===== src/rtl/sobel_conv.sv =====
// Sobel edge stage: RGB444 3x3 window -> grayscale -> Gx/Gy -> passthrough / magnitude / threshold, border windows forced to black.
// Latency 3 cycles (input edge N -> output edge N+3); no backpressure, one window per cycle, gaps pass straight through.
module sobel_conv #(
    parameter int IMG_WIDTH  = 640,
    parameter int IMG_HEIGHT = 480,
    parameter int MAG_SHIFT  = 3
) (
    input  logic                   clk,
    input  logic                   rst,
    input  logic [2:0][2:0][11:0]  data_matrix,
    input  logic                   pixel_valid,
    input  logic                   sof,
    input  logic [1:0]             mode,
    input  logic [8:0]             threshold,
    output logic [11:0]            pixel_out,
    output logic                   pixel_valid_out
);

    localparam int COL_W = (IMG_WIDTH  > 2) ? $clog2(IMG_WIDTH)  : 2;
    localparam int ROW_W = (IMG_HEIGHT > 2) ? $clog2(IMG_HEIGHT) : 2;

    logic [COL_W-1:0] r_col;
    logic [ROW_W-1:0] r_row;
    logic [COL_W-1:0] w_col_eff;
    logic [ROW_W-1:0] w_row_eff;
    logic             w_col_wrap;
    logic             w_row_wrap;
    logic             w_mask;

    // sof zeroes the position seen by a window arriving in the same cycle
    always_comb begin
        w_col_eff  = sof ? '0 : r_col;
        w_row_eff  = sof ? '0 : r_row;
        w_col_wrap = (w_col_eff == COL_W'(IMG_WIDTH - 1));
        w_row_wrap = (w_row_eff == ROW_W'(IMG_HEIGHT - 1));
        w_mask     = (w_col_eff < COL_W'(2)) || (w_row_eff < ROW_W'(2));
    end

    always_ff @(posedge clk) begin
        if (!rst) begin
            r_col <= '0;
            r_row <= '0;
        end else if (pixel_valid) begin
            if (w_col_wrap) begin
                r_col <= '0;
                r_row <= w_row_wrap ? '0 : w_row_eff + ROW_W'(1);
            end else begin
                r_col <= w_col_eff + COL_W'(1);
                r_row <= w_row_eff;
            end
        end else if (sof) begin
            r_col <= '0;
            r_row <= '0;
        end
    end

    logic [2:0][2:0][5:0] w_gray;

    always_comb begin
        w_gray = '0;
        for (int r = 0; r < 3; r++) begin
            for (int c = 0; c < 3; c++) begin
                w_gray[r][c] = 6'(data_matrix[r][c][11:8])
                             + 6'(data_matrix[r][c][7:4])
                             + 6'(data_matrix[r][c][3:0]);
            end
        end
    end

    logic [2:0][2:0][5:0] r1_g;
    logic [11:0]          r1_ctr;
    logic [1:0]           r1_mode;
    logic [8:0]           r1_thr;
    logic                 r1_mask;
    logic                 r1_vld;

    always_ff @(posedge clk) begin
        if (!rst) begin
            r1_g    <= '0;
            r1_ctr  <= '0;
            r1_mode <= '0;
            r1_thr  <= '0;
            r1_mask <= 1'b0;
            r1_vld  <= 1'b0;
        end else begin
            r1_g    <= w_gray;
            r1_ctr  <= data_matrix[1][1];
            r1_mode <= mode;
            r1_thr  <= threshold;
            r1_mask <= w_mask;
            r1_vld  <= pixel_valid;
        end
    end

    // Each side of a kernel sums to at most 4*45 = 180, so 9-bit two's complement holds the difference
    logic [8:0] w_gx_pos;
    logic [8:0] w_gx_neg;
    logic [8:0] w_gy_pos;
    logic [8:0] w_gy_neg;
    logic [8:0] w_gx;
    logic [8:0] w_gy;

    always_comb begin
        w_gx_pos = 9'(r1_g[0][0]) + 9'({r1_g[1][0], 1'b0}) + 9'(r1_g[2][0]);
        w_gx_neg = 9'(r1_g[0][2]) + 9'({r1_g[1][2], 1'b0}) + 9'(r1_g[2][2]);
        w_gy_pos = 9'(r1_g[0][0]) + 9'({r1_g[0][1], 1'b0}) + 9'(r1_g[0][2]);
        w_gy_neg = 9'(r1_g[2][0]) + 9'({r1_g[2][1], 1'b0}) + 9'(r1_g[2][2]);
        w_gx     = w_gx_pos - w_gx_neg;
        w_gy     = w_gy_pos - w_gy_neg;
    end

    logic [8:0]  r2_gx;
    logic [8:0]  r2_gy;
    logic [11:0] r2_ctr;
    logic [1:0]  r2_mode;
    logic [8:0]  r2_thr;
    logic        r2_mask;
    logic        r2_vld;

    always_ff @(posedge clk) begin
        if (!rst) begin
            r2_gx   <= '0;
            r2_gy   <= '0;
            r2_ctr  <= '0;
            r2_mode <= '0;
            r2_thr  <= '0;
            r2_mask <= 1'b0;
            r2_vld  <= 1'b0;
        end else begin
            r2_gx   <= w_gx;
            r2_gy   <= w_gy;
            r2_ctr  <= r1_ctr;
            r2_mode <= r1_mode;
            r2_thr  <= r1_thr;
            r2_mask <= r1_mask;
            r2_vld  <= r1_vld;
        end
    end

    logic [8:0]  w_abs_x;
    logic [8:0]  w_abs_y;
    logic [8:0]  w_mag;
    logic [8:0]  w_mag_sh;
    logic [3:0]  w_m4;
    logic [11:0] w_result;

    always_comb begin
        w_abs_x  = r2_gx[8] ? (~r2_gx + 9'd1) : r2_gx;
        w_abs_y  = r2_gy[8] ? (~r2_gy + 9'd1) : r2_gy;
        w_mag    = w_abs_x + w_abs_y;
        w_mag_sh = w_mag >> MAG_SHIFT;
        w_m4     = (w_mag_sh > 9'd15) ? 4'hF : w_mag_sh[3:0];
        w_result = '0;
        if (!r2_mask) begin
            case (r2_mode)
                2'b00:   w_result = r2_ctr;
                2'b10:   w_result = (w_mag >= r2_thr) ? 12'hFFF : 12'h000;
                default: w_result = {w_m4, w_m4, w_m4};
            endcase
        end
    end

    always_ff @(posedge clk) begin
        if (!rst) begin
            pixel_out       <= '0;
            pixel_valid_out <= 1'b0;
        end else begin
            pixel_valid_out <= r2_vld;
            if (r2_vld) begin
                pixel_out <= w_result;
            end
        end
    end

endmodule


===== config.mk =====
export PLATFORM = sky130hd
export DESIGN_NAME = sobel_conv
export DESIGN_NICKNAME = d
export VERILOG_FILES = /design/src/rtl/sobel_conv.sv
export SDC_FILE = /design/constraint.sdc
export NUM_CORES = 1
export LEC_CHECK = 0
export BUFFER_PORTS_ARGS = -buffer_cell sky130_fd_sc_hd__buf_2
export CORE_MARGIN = 5
export CORE_UTILIZATION = 45
export DETAILED_ROUTE_END_ITERATION = 7
export GPL_ROUTABILITY_DRIVEN = 0
export PLACE_DENSITY = 0.66
export SLEW_MARGIN = 30
export SYNTH_ARGS = -nofsm -noshare
export SYNTH_HDL_FRONTEND = slang
export SYNTH_SLANG_ARGS = --single-unit

===== constraint.sdc =====
create_clock -name clk -period 4.1 [get_ports clk]
set_input_delay 0.41 -clock clk [delete_from_list [all_inputs] [get_ports clk]]
set_output_delay 0.41 -clock clk [all_outputs]
set_load 0.02 [all_outputs]

* Word-level counts from Yosys, hierarchy flattened
Cells that the tools add are included.
Operators by class: add/sub/neg operators 31, $mul 0, divide/modulo/power cells 0, order comparisons 4, eq/ne operators 3, shift operators 0, mux-type cells 13, bitwise logic cells 2, reductions and logical operators 2
Operators with widths (count):
- $mux W9 | 6
- $add A5 B4 Y6 | 8
- $add A4 B4 Y5 | 8
- $add A8 B6 Y9 | 4
- $add A6 B7 Y8 | 4
- $mux W10 | 3
- $add A9 B1 Y9 const B | 3
- $mux W12 | 2
- $pmux W12 S2 | 1
- $not A9 Y9 | 2
- $sub A9 B9 Y9 | 2
- $add A10 B1 Y10 const B | 1
- $eq A10 B10 Y1 const B | 1
- $lt A10 B2 Y1 const B | 1
- $add A9 B9 Y9 | 1
- $eq A9 B9 Y1 const B | 1
- $ge A9 B9 Y1 | 1
- $lt A9 B2 Y1 const B | 1
- $gt A6 B4 Y1 const B | 1
- $mux W4 | 1
- $eq A2 B2 Y1 const B | 1
- $logic_not A2 Y1 | 1
- $logic_or A1 B1 Y1 | 1
Storage, ports and cells: bits in registers 148, latch bits 0, RAM bits 0, memory bits (read-only) 0, memories 0

* Depth between registers and ports, before layout
depth in word-level cells 8, gate-level depth with buffers 19

* Least setup slack after synthesis
No wires, ideal clock.
path kind reg2reg, start point register r2_gx[0], end point register pixel_out[4], data arrival time 3.396 ns, data required time 3.983 ns, path slack 0.588 ns, cell stages (with the launch flop) 19, path buffers 1, period minus slack after synthesis 3.512 ns, cells stage by stage dfxtp_1 inv_1 ha_1 nand2_1 o21ai_0 inv_1 fa_1 nand2b_1 a21oi_1 a221oi_2 xnor2_1 ha_1 nand2_1 a2bb2oi_1 o2111ai_1 and4b_1 clkbuf_1 o21a_1 a22o_1
Between the ends: word-level cells in the longest chain between the ends 8
RTL lines:
- start: declaration | line 112 | logic [8:0] r2_gx;
- start signal: assignment | line 130 | r2_gx <= w_gx;
- $not A9 Y9 | line 148 | w_abs_x = r2_gx[8] ? (~r2_gx + 9'd1) : r2_gx;
- $add A9 B1 Y9 | line 148
- $mux W9 * | line 148
- $add A9 B9 Y9 * | line 150 | w_mag = w_abs_x + w_abs_y;
- $ge A9 B9 Y1 or $gt A6 B4 Y1 (tied branches) | line 157, 152
- $mux W12 or $mux W4 (tied branches) | line 157, 152
- $pmux W12 S2 * | line 155 | case (r2_mode)
- $mux W12 * | line 154 | if (!r2_mask) begin
- end signal: assignment | line 170 | pixel_out <= w_result;
- end: declaration | line 15 | output logic [11:0] pixel_out,
Mark *: on every way between the ends. The rest lies on a longest branch, timed or not. A chain may end at the register's enable or synchronous reset.

* Worst setup path in the final report
start point register r2_gx[0], end point register pixel_out[9]
The elaborated chain is that of the path after synthesis.

==> results summary <==
The flow ran to the end, and the final reports show no timing, DRC or antenna violations. The final net count is 1290. The H-tree depth came out at 4. Leaving out fill and tap cells, the most frequent cell in the layout is sky130_fd_sc_hd__dfxtp_1. The final-report max-slew violation count came to 0. The fraction of final layout cells with drive strength greater than 1 is 17.3%. After clock tree synthesis, the clock-pin slew on the worst setup and hold paths is 0.06 ns.

The number of violations reported at the end of detailed-routing iteration 0 is 265. The post-route clock period utilization is 90.4%. The number of synthesized flops with an enable pin came out at 0. The die extent in y is 149 um. The number of cells on the worst reg-to-reg path is 17.

The area of the mapped netlist came out at 8660 sq um. The number of top-level pins came out at 136. Of all flip-flops after synthesis, the portion carrying an async set or reset was 0%. The class of the tightest hold or removal check is input pin to register. The layout has 1651 filler cells. In this run the core area contains 50 standard-cell rows. Dividing the synthesized area by the synthesized cell count gives 9.86 sq um. The max-slew headroom at the worst pin is 47.6%. The overall power after layout is 7.59 mW. With fillers left out, the area of the finished cells amounts to 10200 sq um. The largest net degree at the start of global routing is 78. The critical-path maximum fanout is 8. STA classifies the critical path endpoint as a register. The slowest stage of the critical path is the sky130_fd_sc_hd__ha_1 cell. The worst hold slack across all endpoints came out at 0.192 ns.

The die width is 149 um. The half-perimeter wire length after detailed placement is 13000 um. The slew at the pin closest to its max-slew limit came out at 0.783 ns. Counting along the longest clock path gives a buffer depth of 2.

The number of hold-repair buffers added at the cts stage is 0. Once the clock tree was built, the setup fixing pass inserted 0 buffers. Global routing consumed, over all layers together, 15.6% of the routing resources.

The via-per-instance ratio is 4.61. The number of library cell types mapped by synthesis came out at 49. The post-place instance area is 9610 sq um.

The critical path is of the register to register type. The total of buffers placed on input and output ports came out at 135. Once the floorplan was initialized, standard cells occupied 46.0% of the core. The hold violation total from the final report is 0. The post-synthesis cell count is 879.

The maximum clock frequency came out at 270 MHz. The number of clock buffers added by TritonCTS is 17. The total grt overflow is 0. After routing, the total negative slack on setup checks comes to 0 ns.

The area inside the core boundary is 18800 sq um. The clock tree from TritonCTS is yes. The critical path goes through inv_1 -> ha_1 -> nand2_1 -> nand2_1 -> xnor2_1 -> ha_1 -> nand2_1 -> o31ai_4 -> o221ai_1 -> a41o_1 -> ha_1 -> nand2_1 -> a2bb2oi_1 -> o2111ai_1 -> and4b_2 -> o21a_1 -> a22o_1. The required time at the endpoint of the critical path is 4.41 ns. Before antenna repair, the detailed router went through 4 iterations. The startpoint type of the worst setup path is a register.

The total clock sinks is 148. The total of flip-flops plus latches after synthesis came out at 148. The number of nets in the synthesized netlist is 1154. The worst hold path stage count is 2. Setup slack on the critical path of the routed design comes to 0.395 ns. Setup violations remaining at the end of the flow were counted as 0.

Wires add up to 16300 um. The max-capacitance violation count is 0. The number of global-route vias before repair is 6043. The count of cells resized by post-cts repair is 0. After detailed routing, the average wire length per cell comes to 12.7 um. Setup repair after global routing left no endpoint under its margin. The worst clock skew is 0.00661 ns.

CTS placed an instance of sky130_fd_sc_hd__clkbuf_16 at the clock tree root. The maximum single-stage delay on the critical path came out at 0.40 ns. Of the synthesized area, sequential elements account for 34.2%. The number of antenna repair diodes is 0. The initial antenna violation count came out at 0. The first global-routing pass estimated 27800 um of wire. The static leakage power came out at 4.80 nW.

The overall die area is 22100 sq um. The power density over the cells is 744 nW/um^2. The total via count in the routed design came out at 5926.

The synthesis-to-finish area growth is 17.8%. The worst ir drop on vdd is 0.000435 V. In the synthesized netlist the dominant register cell turns out to be sky130_fd_sc_hd__dfxtp_1. The count of warnings emitted by yosys came out at 0. The data arrival time of the critical path came out at 4.02 ns. The most prevalent standard cell on the critical path is sky130_fd_sc_hd__nand2_1. In the routed design, unresolved DRC markers number 0.

The time the final worst path needs with I/O delays and setup came out at 3.70 ns. The library cells used most frequently in the layout, excluding fill and tap cells, are sky130_fd_sc_hd__dfxtp_1, sky130_fd_sc_hd__inv_1, sky130_fd_sc_hd__buf_2. The detail route stage leaves a number of antenna-violating nets equal to 0. The clock insertion delay at the later pin of the skew report is 0.42 ns. The worst-case setup slack after placement came out at 0.404 ns.
metrics by stage:
step | utilization (%) | cells
global placement | 51.0 | 1256
finish | 54.2 | 1286
global route | 54.2 | 1286
detailed placement | 51.0 | 1256
CTS | 54.2 | 1286
floorplan | - | 879
layer usage:
| metal | routed length (um) | vias to the layer above | global-route usage, % |
|---|---|---|---|
| met5 | 0 | - | 0 |
| met2 | 7940 | 114 | 26.4 |
| li1 | - | 3054 | - |
| met3 | 657 | 28 | 3.59 |
| met1 | 7340 | 2730 | 19.8 |
| met4 | 333 | 0 | 5.08 |
synthesized netlist by cell type, types with 3 or more instances:
cell type                   instances  area [sq um]
sky130_fd_sc_hd__a2111oi_0          3          26.3
sky130_fd_sc_hd__mux2i_1            3          30.0
sky130_fd_sc_hd__and2_1            65           407
sky130_fd_sc_hd__a22o_1             6          52.6
sky130_fd_sc_hd__a21oi_1           24           120
sky130_fd_sc_hd__nor2_1            69           259
sky130_fd_sc_hd__nand2_1           39           146
sky130_fd_sc_hd__nand4_1            8          50.1
sky130_fd_sc_hd__nor4_1             5          31.3
sky130_fd_sc_hd__a21o_1            13          97.6
sky130_fd_sc_hd__nor2b_1           26           163
sky130_fd_sc_hd__o21a_1             8          60.1
sky130_fd_sc_hd__ha_1              65           813
sky130_fd_sc_hd__nor3_1            15          75.1
sky130_fd_sc_hd__o211a_1            8          80.1
sky130_fd_sc_hd__xor2_1            20           175
sky130_fd_sc_hd__inv_1            147           552
sky130_fd_sc_hd__o31ai_1            5          37.5
sky130_fd_sc_hd__dfxtp_1          148          2960
sky130_fd_sc_hd__nand3_1           13          65.1
sky130_fd_sc_hd__clkbuf_1          19          71.3
sky130_fd_sc_hd__nand2b_1          11          68.8
sky130_fd_sc_hd__fa_1              87          1740
sky130_fd_sc_hd__xnor2_1           26           228
sky130_fd_sc_hd__o21ai_0           16          80.1
kinds of logic (layout without fill, tap and decap cells):
family	after synthesis	after routing	share of synthesized area, %
buffers and inverters	169	316	7.35
muxes	4	4	0.477
xor gates and xnor gates	46	46	4.65
adders and majority gates	152	152	29.5
AOI/OAI and AO/OA	96	96	7.91
and+or+nand+nor	264	264	15.9
DFF	148	148	34.2
critical path, delay by kind of cell (launching register included):
kind                     cells  cell delay [ns]
AO/OA/AOI/OAI                7             1.41
XOR/XNOR                     1             0.16
adder cells (fa/ha/maj)      3             0.95
buffers and inverters        1             0.07
flip-flops                   1             0.36
AND/OR/NAND/NOR              5             0.65
registers in the layout (all words and copies together), names as in the netlist, 9 cells and up:
signal	count
r2_ctr	12
r2_thr	9
r2_gy	9
r1_g	48
r1_thr	9
pixel_out	12
r_col	10
r1_ctr	12
r2_gx	9
r_row	9
report_power, final:
| part | leakage [nW] | switching (mW) | internal (mW) |
|---|---|---|---|
| Clock | 0.288 | 0.590 | 0.967 |
| Sequential | 1.22 | 0.138 | 1.64 |
| Combinational | 3.29 | 2.28 | 1.97 |
final timing paths:
check | startpoint | endpoint | slack (ns)
worst max register to register | r2_gx[0] | pixel_out[9] | 0.40
worst min-delay path | data_matrix[54] | r1_ctr[6] | 0.19
worst max-delay path | r2_gx[0] | pixel_out[9] | 0.40
worst min register to register | r1_ctr[9] | r2_ctr[9] | 0.43
area by class of cell:
| type | count | area [sq um] | share of cell area [%] |
|---|---|---|---|
| Sequential cell | 148 | 2960 | 29.0 |
| Multi-Input combinational cell | 562 | 5070 | 49.7 |
| Clock inverter | 12 | 155 | 1.52 |
| Clock buffer | 18 | 439 | 4.30 |
| Tap cell | 260 | 325 | 3.19 |
| Timing Repair Buffer | 138 | 698 | 6.84 |
| Inverter | 148 | 556 | 5.44 |
Note: power is estimated with default switching activity, not from simulation.
